[src/rtl/stack_frame_pkg.sv]
// stack_frame_pkg: shared encodings for the call-frame sequencer.
//   cmd_op_e       : command codes on cmd_op
//   err_e          : response error codes on rsp_err
//   stk_op_e       : op codes driven to the attached SuperStack
//   stk_status_e   : status codes reported by the attached SuperStack
//   state_e        : sequencer FSM states
package stack_frame_pkg;

    typedef enum logic [2:0] {
        CMD_NOP     = 3'd0,
        CMD_PUSH    = 3'd1,
        CMD_POP     = 3'd2,
        CMD_REPLACE = 3'd3,
        CMD_CALL    = 3'd4,
        CMD_RETURN  = 3'd5
    } cmd_op_e;

    typedef enum logic [2:0] {
        ERR_OK        = 3'd0,
        ERR_OVERFLOW  = 3'd1,
        ERR_UNDERFLOW = 3'd2,
        ERR_FRAME_OVF = 3'd3,
        ERR_FRAME_UNF = 3'd4,
        ERR_ARGS      = 3'd5,
        ERR_UNWIND    = 3'd6,
        ERR_DESYNC    = 3'd7
    } err_e;

    typedef enum logic [1:0] {
        STK_NONE    = 2'd0,
        STK_PUSH    = 2'd1,
        STK_POP     = 2'd2,
        STK_REPLACE = 2'd3
    } stk_op_e;

    typedef enum logic [1:0] {
        STS_NONE  = 2'd0,
        STS_EMPTY = 2'd1,
        STS_FULL  = 2'd2,
        STS_ERROR = 2'd3
    } stk_status_e;

    typedef enum logic [2:0] {
        S_IDLE    = 3'd0,
        S_ISSUE   = 3'd1,
        S_UNWIND  = 3'd2,
        S_RESTORE = 3'd3,
        S_CHECK   = 3'd4
    } state_e;

endpackage

[src/rtl/stack_frame_ctrl_lifo.sv]
// frame_lifo: register LIFO of saved underflow limits (frame records).
//   clk, reset     : clock, synchronous active-high reset
//   push, push_data: store a record (ignored when full)
//   pop            : discard the top record (ignored when empty)
//   top            : most recently pushed record
//   full, empty    : occupancy flags
//   level          : number of stored records (0 .. 2^FRAMES)
module frame_lifo #(
    parameter int unsigned DW     = 2,
    parameter int unsigned FRAMES = 1
) (
    input  logic            clk,
    input  logic            reset,
    input  logic            push,
    input  logic            pop,
    input  logic [DW-1:0]   push_data,
    output logic [DW-1:0]   top,
    output logic            full,
    output logic            empty,
    output logic [FRAMES:0] level
);

    localparam logic [FRAMES:0] SLOTS = (FRAMES+1)'(2**FRAMES);
    localparam logic [FRAMES:0] ONE   = (FRAMES+1)'(1);

    logic [DW-1:0]   mem_q [0:2**FRAMES-1];
    logic [FRAMES:0] level_q;
    logic [FRAMES:0] top_idx;

    assign top_idx = level_q - ONE;
    assign top     = mem_q[top_idx[FRAMES-1:0]];
    assign full    = (level_q == SLOTS);
    assign empty   = (level_q == '0);
    assign level   = level_q;

    always_ff @(posedge clk) begin
        if (reset) begin
            level_q <= '0;
        end else if (push && !full) begin
            level_q <= level_q + ONE;
        end else if (pop && !empty) begin
            level_q <= level_q - ONE;
        end
    end

    // Record storage needs no reset: only slots below level_q are ever read.
    always_ff @(posedge clk) begin
        if (push && !full) begin
            mem_q[level_q[FRAMES-1:0]] <= push_data;
        end
    end

endmodule

[src/rtl/stack_frame_ctrl.sv]
// stack_frame_ctrl: call-frame sequencer, sole initiator of a SuperStack.
// Accepts PUSH/POP/REPLACE/CALL/RETURN over valid/ready, drives one-cycle
// stack ops, tracks shadow depth D and frame base L, and checks stack status.
//   cmd_*    : command handshake (cmd_ready high only in IDLE)
//   rsp_*    : one-cycle completion pulse with error code and stack top
//   stk_*    : SuperStack op/data/underflow_limit drive, tos/status return
//   depth    : shadow depth D        frame_level : saved frame records
// Build option STACK_FRAME_UNWIND_EN: RETURN pops the callee's locals one per
// cycle; without it RETURN requires exactly `count` live items in the frame.
module stack_frame_ctrl
    import stack_frame_pkg::*;
#(
    parameter int unsigned WIDTH  = 8,
    parameter int unsigned DEPTH  = 1,
    parameter int unsigned FRAMES = 1
) (
    input  logic              clk,
    input  logic              reset,
    input  logic              cmd_valid,
    output logic              cmd_ready,
    input  logic [2:0]        cmd_op,
    input  logic [WIDTH-1:0]  cmd_data,
    input  logic [DEPTH:0]    cmd_count,
    output logic              rsp_valid,
    output logic [2:0]        rsp_err,
    output logic [WIDTH-1:0]  rsp_tos,
    output logic [1:0]        stk_op,
    output logic [WIDTH-1:0]  stk_data,
    output logic [DEPTH:0]    stk_underflow_limit,
    input  logic [WIDTH-1:0]  stk_tos,
    input  logic [1:0]        stk_status,
    output logic [DEPTH:0]    depth,
    output logic [FRAMES:0]   frame_level
);

    localparam logic [DEPTH:0] CAP = '1;
    localparam logic [DEPTH:0] ONE = (DEPTH+1)'(1);

    state_e            state_q;
    logic [DEPTH:0]    d_q, l_q;
    err_e              err_q, acc_err;
    stk_op_e           stk_op_q;
    logic [WIDTH-1:0]  stk_data_q, rsp_tos_q;
`ifdef STACK_FRAME_UNWIND_EN
    logic [DEPTH:0]    cnt_q;
    logic [WIDTH-1:0]  ret_val_q;
    logic              ret_push_q;
`endif

    cmd_op_e           op;
    logic              accept;
    logic [DEPTH:0]    avail;
    logic              lifo_push, lifo_pop, lifo_full, lifo_empty;
    logic [DEPTH:0]    lifo_top;
    stk_status_e       exp_status;

    assign op     = cmd_op_e'(cmd_op);
    assign accept = cmd_valid && (state_q == S_IDLE);
    assign avail  = d_q - l_q;

    // Frame-boundary checks made before any op reaches the stack.
    always_comb begin
        acc_err = ERR_OK;
        case (op)
            CMD_PUSH:    if (d_q == CAP) acc_err = ERR_OVERFLOW;
            CMD_POP,
            CMD_REPLACE: if (d_q == l_q) acc_err = ERR_UNDERFLOW;
            CMD_CALL: begin
                if (lifo_full)              acc_err = ERR_FRAME_OVF;
                else if (cmd_count > avail) acc_err = ERR_ARGS;
            end
            CMD_RETURN: begin
                if (lifo_empty)                                 acc_err = ERR_FRAME_UNF;
                else if (cmd_count > ONE || cmd_count > avail)  acc_err = ERR_ARGS;
`ifndef STACK_FRAME_UNWIND_EN
                else if (cmd_count != avail)                    acc_err = ERR_UNWIND;
`endif
            end
            default: acc_err = ERR_OK;
        endcase
    end

    assign lifo_push = accept && (op == CMD_CALL) && (acc_err == ERR_OK);
    // The record is popped on the edge that enters RESTORE, so L is restored
    // for the RESTORE cycle itself.
`ifdef STACK_FRAME_UNWIND_EN
    assign lifo_pop = (accept && (op == CMD_RETURN) && (acc_err == ERR_OK) && (avail == '0))
                   || ((state_q == S_UNWIND) && (cnt_q == ONE));
`else
    assign lifo_pop = accept && (op == CMD_RETURN) && (acc_err == ERR_OK);
`endif

    frame_lifo #(
        .DW     (DEPTH+1),
        .FRAMES (FRAMES)
    ) u_lifo (
        .clk       (clk),
        .reset     (reset),
        .push      (lifo_push),
        .pop       (lifo_pop),
        .push_data (l_q),
        .top       (lifo_top),
        .full      (lifo_full),
        .empty     (lifo_empty),
        .level     (frame_level)
    );

    always_ff @(posedge clk) begin
        if (reset) begin
            state_q    <= S_IDLE;
            d_q        <= '0;
            l_q        <= '0;
            err_q      <= ERR_OK;
            stk_op_q   <= STK_NONE;
            stk_data_q <= '0;
            rsp_tos_q  <= '0;
`ifdef STACK_FRAME_UNWIND_EN
            cnt_q      <= '0;
            ret_val_q  <= '0;
            ret_push_q <= 1'b0;
`endif
        end else begin
            stk_op_q <= STK_NONE;
            unique case (state_q)
                S_IDLE: begin
                    if (accept) begin
                        err_q   <= acc_err;
                        state_q <= S_ISSUE;
                        if (acc_err == ERR_OK) begin
                            case (op)
                                CMD_PUSH: begin
                                    stk_op_q   <= STK_PUSH;
                                    stk_data_q <= cmd_data;
                                    d_q        <= d_q + ONE;
                                end
                                CMD_POP: begin
                                    stk_op_q <= STK_POP;
                                    d_q      <= d_q - ONE;
                                end
                                CMD_REPLACE: begin
                                    stk_op_q   <= STK_REPLACE;
                                    stk_data_q <= cmd_data;
                                end
                                CMD_CALL: l_q <= d_q - cmd_count;
                                CMD_RETURN: begin
`ifdef STACK_FRAME_UNWIND_EN
                                    if (avail == '0) begin
                                        state_q <= S_RESTORE;
                                        l_q     <= lifo_top;
                                    end else begin
                                        // First POP issues in cycle 1; cnt_q counts pops still owed including it.
                                        state_q    <= S_UNWIND;
                                        stk_op_q   <= STK_POP;
                                        d_q        <= d_q - ONE;
                                        cnt_q      <= avail;
                                        ret_val_q  <= stk_tos;
                                        ret_push_q <= (cmd_count == ONE);
                                    end
`else
                                    state_q <= S_RESTORE;
                                    l_q     <= lifo_top;
`endif
                                end
                                default: ;
                            endcase
                        end
                    end
                end
`ifdef STACK_FRAME_UNWIND_EN
                S_UNWIND: begin
                    if (cnt_q == ONE) begin
                        state_q <= S_RESTORE;
                        l_q     <= lifo_top;
                        if (ret_push_q) begin
                            stk_op_q   <= STK_PUSH;
                            stk_data_q <= ret_val_q;
                            d_q        <= d_q + ONE;
                        end
                    end else begin
                        stk_op_q <= STK_POP;
                        d_q      <= d_q - ONE;
                        cnt_q    <= cnt_q - ONE;
                    end
                end
`endif
                S_ISSUE, S_RESTORE: state_q <= S_CHECK;
                S_CHECK: begin
                    state_q   <= S_IDLE;
                    rsp_tos_q <= stk_tos;
                end
                default: state_q <= S_IDLE;
            endcase
        end
    end

    assign exp_status = (d_q == l_q) ? STS_EMPTY : STS_NONE;

    assign cmd_ready           = (state_q == S_IDLE);
    assign rsp_valid           = (state_q == S_CHECK);
    // Status returned by the stack is only meaningful in CHECK, the cycle after the last op.
    assign rsp_err             = !rsp_valid             ? 3'd0 :
                                 (err_q != ERR_OK)      ? err_q :
                                 (stk_status != exp_status) ? ERR_DESYNC : ERR_OK;
    assign rsp_tos             = rsp_valid ? stk_tos : rsp_tos_q;
    assign stk_op              = stk_op_q;
    assign stk_data            = stk_data_q;
    assign stk_underflow_limit = l_q;
    assign depth               = d_q;

endmodule
[config.mk]
export PLATFORM = sky130hd
export DESIGN_NAME = stack_frame_ctrl
export DESIGN_NICKNAME = d
export VERILOG_FILES = /design/src/rtl/stack_frame_pkg.sv /design/src/rtl/stack_frame_ctrl_lifo.sv /design/src/rtl/stack_frame_ctrl.sv
export SDC_FILE = /design/constraint.sdc
export NUM_CORES = 1
export LEC_CHECK = 0
export CAP_MARGIN = 10
export CORE_AREA = 4 4 65 67
export CTS_CLUSTER_SIZE = 16
export DETAILED_ROUTE_END_ITERATION = 12
export DIE_AREA = 0 0 69 71
export PLACE_DENSITY = 0.86
export SLEW_MARGIN = 0
export SYNTH_ARGS = -nofsm -noshare
export SYNTH_HDL_FRONTEND = slang
export SYNTH_SLANG_ARGS = --single-unit
[constraint.sdc]
create_clock -name clk -period 5.5 [get_ports clk]
set_clock_uncertainty 0.15 [all_clocks]
set_input_delay 1.65 -clock clk [delete_from_list [all_inputs] [get_ports clk]]
set_output_delay 1.65 -clock clk [all_outputs]
set_load 0.05 [all_outputs]
---- Yosys cells after proc, flatten, opt, wreduce, memory -nomap -nowiden ----
Memories as Yosys holds them, arrays and structs flattened.
Cells that the tools add are included.
Widths: inputs -> output; s select.
word-level totals
  register bits ........................... 30
  bits in writable memories ............... 4
  bits of input ports ..................... 26
  word-level logic and storage cells ...... 83
  memories ................................ 1
memories
  name          words  bits a word  rd ports  clocked after memory_dff  wr ports  line                         text
  u_lifo.mem_q  2      2            1         0                         1         stack_frame_ctrl_lifo.sv:26  logic [DW-1:0] mem_q [0:2**FRAMES-1];
operators by class
  $add $sub $neg .......................... 6
  magnitude comparators ................... 2
  equal/unequal tests ..................... 14
  multiplexer cells ....................... 24
  bitwise gates (word level) .............. 3
  reduce and logical (&&, ||, !) cells .... 25
operators with widths
  operator             count
  $mux 3               9
  $pmux 3 s4           1
  $reduce_and 4->1     3
  $mux 2               5
  $eq 3x2->1 const B   3
  $eq 3x3->1 const B   3
  $mux 8               1
  $pmux 2 s2           2
  $logic_and 1x1->1    7
  $eq 3x1->1 const B   2
  $logic_not 3->1      2
  $pmux 2 s3           1
  $pmux 3 s2           1
  $reduce_bool 2->1    3
  $reduce_or 2->1      3
  $add 2x1->2 const B  2
  $eq 2x2->1 const B   2
  $mux 1               4
  $reduce_or 4->1      1
  $sub 2x1->2 const B  2
  $sub 2x2->2          2
  $not 1->1            3
  $reduce_bool 3->1    1
  $eq 2x2->1           1
  9 further kinds      10

---- Depth between registers and ports, before layout ----
  depth after elaboration ................. 11
  gate-level depth with buffers ........... 10

---- Modules after synthesis ----
From an unflattened synthesis, not the netlist that was laid out.
second synthesis, totals
  cell total of the unflattened synthesis .. 172
  area total of the unflattened synthesis .. 1696.6 um2
by module, submodules not included
  module            times used  cells an instance  area each (um2)
  stack_frame_ctrl  1           150                1400.1
  frame_lifo        1           22                 296.5

---- Worst setup path after synthesis ----
Ideal clock, no wire load.
  kind .................................... in2out
  start point ............................. in stk_status[0]
  end point ............................... out rsp_err[0]
  arrival time ............................ 2.509 ns
  required time ........................... 3.700 ns
  slack ................................... 1.191 ns
  stages .................................. 3
  path buffers ............................ 0
  cell sequence ........................... xor2_1 -> a21boi_0 -> o21a_1
between the ends
  word-level cells in the longest chain between the ends .. 4
RTL lines
  what             line                     text
  start, declared  stack_frame_ctrl.sv:31   input logic [1:0] stk_status,
  $ne 2x1->1       stack_frame_ctrl.sv:203  (stk_status != exp_status) ? ERR_DESYNC : ERR_OK;
  $mux 3           stack_frame_ctrl.sv:203
  $mux 3           stack_frame_ctrl.sv:202  (err_q != ERR_OK) ? err_q :
  $mux 3           stack_frame_ctrl.sv:201  assign rsp_err = !rsp_valid ? 3'd0 :
  end, declared    stack_frame_ctrl.sv:25   output logic [2:0] rsp_err,
No other way between the ends.

---- Worst setup path after layout ----
  start point ............................. in stk_tos[2]
  end point ............................... out rsp_tos[2]
between the ends
  word-level cells in the longest chain between the ends .. 1
RTL lines
  what             line                    text
  start, declared  stack_frame_ctrl.sv:30  input logic [WIDTH-1:0] stk_tos,
  $mux 8           --
  end, declared    stack_frame_ctrl.sv:26  output logic [WIDTH-1:0] rsp_tos,
No other way between the ends.

==> reports/metrics.csv <==
metric;value;unit
result_of_the_run;finished clean;
max_incr_delay_on_cp;810;ps
worst-slew-pin-transition;663;ps
layout.cells.most_common_list;sky130_fd_sc_hd__clkdlybuf4s50_1 (51), sky130_fd_sc_hd__dfxtp_1 (30), sky130_fd_sc_hd__nand2_1 (22);
regToRegStartpoint;depth[0]$_SDFFE_PP0P_;
die_area;4900;µm²
synth.distinct_cells;43;
max-vdd-ir-drop;156;µV
synth-seq-area-share;40.7;%
hold_buffers;0;
cts_root_buf;sky130_fd_sc_hd__clkbuf_8;
power_density;239;nW/µm²
mappedNetlistArea;1770;µm²
antennaDiodeCount;0;
dpl_cell_area;2330;µm²
setup_viol_count_final;0;
antenna_found_initial;0;
dp_hpwl;2.93;mm
critical_path_source;stk_tos[2];
syn_inst;187;
hold_viol;0;
crit_cells;3;
fillerInstances;316;
setup.worst_path.end_class;output port;
fmax;0.205;GHz
grt_max_degree;27;
final_max_slew_viol_count;0;
worst-endpoint-arrival;3070;ps
nNetsFinal;274;
floorplan.die.width;69;µm
timing.max_slew.rel_slack;55.7;%
drt-vias-per-instance;5.21;
path_cells;clkdlybuf4s50_1 > mux2_2 > clkdlybuf4s50_1;
initial_cell_density_of_the_core;48.7;%
worst_skew_pair.late_latency;290;ps
post-route-drc-count;0;
final_cell_area;2430;µm²
r2r_cells;9;
final_min_period_over_clock_period;88.6;%
synth_flop_cell;sky130_fd_sc_hd__dfxtp_1;
syn_to_final_growth;37.2;%
static-leakage-power;0.917;nW
postSynthRegisterBits;34;
detail_route.iter0.violations;66;
synth.net_count;219;
global_route.overflow_total;0;
htree_num_levels;2;
cp.required;3700;ps
drive_gt1_share;11.5;%
path_delay_family;buffers and inverters;
crit_path_max_fanout;2;
slowest_stage;sky130_fd_sc_hd__clkdlybuf4s50_1;
global_route_wire_length_before_repair;6.75;mm
critical_path_buf_inv_count;2;
max_cap_violations;0;
clock_path_buffers;2;
timing.final.crit_period;4870;ps
number_of_gates_resized_after_cts;0;
globalplace.congestion;0.832;
worstSetupStartpointType;input pin;
floorplan.die.height;71;µm
cts_setup_buffers;0;
setup.reg_to_reg.worst_slack;2490;ps
ant_nets;0;
detailroute.via_count;1516;
synthDominantAreaCellType;sky130_fd_sc_hd__dfxtp_1;
fin_tns_setup;0;ps
critical-path-top-cell-by-count;sky130_fd_sc_hd__clkdlybuf4s50_1;
synth_enable_flop_cells;4;
clock_sink_count;34;
grt_setup_unrepaired;no;
routed_wirelength;3.95;mm
critPathKind;input pin to output port;
floorplan.core_area;3630;µm²
row_count;22;
crit_path_end;rsp_tos[2];
synth.top_cell.area_share;33.9;%
critical_path.reg2reg.endpoint;u_lifo.mem_q[1][1]$_DFFE_PP_;
drt_pass1_iterations;4;
most_common_cell_after_layout_fill_and_taps_aside;sky130_fd_sc_hd__clkdlybuf4s50_1;
synth_top_cells_by_area;sky130_fd_sc_hd__dfxtp_1 (34%), sky130_fd_sc_hd__edfxtp_1 (6.8%), sky130_fd_sc_hd__mux2_2 (5.7%);
port_buffers;54;
routed_length_per_instance;13.6;µm
clkTransAtPathRegs;70;ps
io_pins;55;
synth.yosys.warnings;0;
cts_tree;built;
grt_util_all_layers;16.8;%
ys_async_sr_fraction;0;%
synth.avg_cell_area;9.47;µm²
first_global_vias;1460;
tritoncts.num_buffers;5;
hp-class;flop to flop;
==> where the power goes <==
part | total [mW] | internal, mW | switching, mW
Sequential | 0.264 | 0.258 | 0.00580
Clock | 0.190 | 0.101 | 0.0892
Combinational | 0.126 | 0.0531 | 0.0727
==> metrics by stage <==
stage / worst slack [ps] / hold slack (ps) / instances / power, mW / util (%)
CTS: 619 / 291 / 291 / 0.584 / 66.8
global placement: 644 / 275 / 283 / 0.393 / 64.3
global route: 599 / 320 / 291 / 0.605 / 66.8
finish: 628 / 289 / 291 / 0.580 / 66.8
detailed placement: 625 / 279 / 283 / 0.394 / 64.3
floorplan: 1190 / 264 / 187 / 0.350 / -
==> per-layer routing <==
metal	share of wire, %	global-route usage [%]
met5	0	0
met4	1.6	5.21
met3	5.8	6.39
met2	46	27.0
met1	46	21.0
==> final cells by class <==
| type | instances | area [µm²] | area share [%] |
|---|---|---|---|
| Multi-Input combinational cell | 138 | 980 | 40.3 |
| Sequential cell | 34 | 721 | 29.7 |
| Timing Repair Buffer | 56 | 548 | 22.6 |
| Clock buffer | 6 | 82.6 | 3.40 |
| Tap cell | 48 | 60.1 | 2.47 |
| Inverter | 7 | 26.3 | 1.08 |
| Clock inverter | 2 | 11.3 | 0.464 |
==> how the worst min path moves through the flow <==
stage / from / endpoint / slack (ps) / cells after the start
floorplan: state_q[2]$_SDFFE_PP0P_ / state_q[2]$_SDFFE_PP0P_ / 260 / 1
global placement: state_q[2]$_SDFFE_PP0P_ / state_q[2]$_SDFFE_PP0P_ / 280 / 1
detailed placement: state_q[2]$_SDFFE_PP0P_ / state_q[2]$_SDFFE_PP0P_ / 280 / 1
CTS: state_q[2]$_SDFFE_PP0P_ / state_q[2]$_SDFFE_PP0P_ / 290 / 1
global route: state_q[2]$_SDFFE_PP0P_ / state_q[2]$_SDFFE_PP0P_ / 320 / 1
finish: state_q[2]$_SDFFE_PP0P_ / state_q[2]$_SDFFE_PP0P_ / 290 / 1
==> synthesized netlist by cell type (5+ instances only) <==
cell,instances
sky130_fd_sc_hd__a21oi_1,10
sky130_fd_sc_hd__nor2b_1,5
sky130_fd_sc_hd__mux2i_1,8
sky130_fd_sc_hd__nand2_1,22
sky130_fd_sc_hd__and2_1,9
sky130_fd_sc_hd__dfxtp_1,30
sky130_fd_sc_hd__mux2_2,9
sky130_fd_sc_hd__ha_1,6
sky130_fd_sc_hd__o31ai_1,5
sky130_fd_sc_hd__nand4_1,5
sky130_fd_sc_hd__nor2_1,11
sky130_fd_sc_hd__nor3_1,6
sky130_fd_sc_hd__inv_1,7
==> flip-flops by register name (all words and copies together), names as in the netlist <==
signal / count
rsp_tos_q: 8
err_q: 3
state_q: 3
stk_data: 8
depth: 2
u_lifo.mem_q: 4
stk_op: 2
stk_underflow_limit: 2
u_lifo.level: 2
==> kinds of logic (layout without fill, tap and decap cells) <==
logic type / after synthesis / after routing / synth area share (%)
XOR/XNOR: 8 / 8 / 3.96
AO/OA/AOI/OAI: 32 / 32 / 13.8
buffers and inverters: 15 / 71 / 4.31
flip-flops: 34 / 34 / 40.7
AND/OR/NAND/NOR: 75 / 75 / 22.8
adder cells (fa/ha/maj): 6 / 6 / 4.24
multiplexers: 17 / 17 / 10.2
Power figures use the tool's default switching activity.
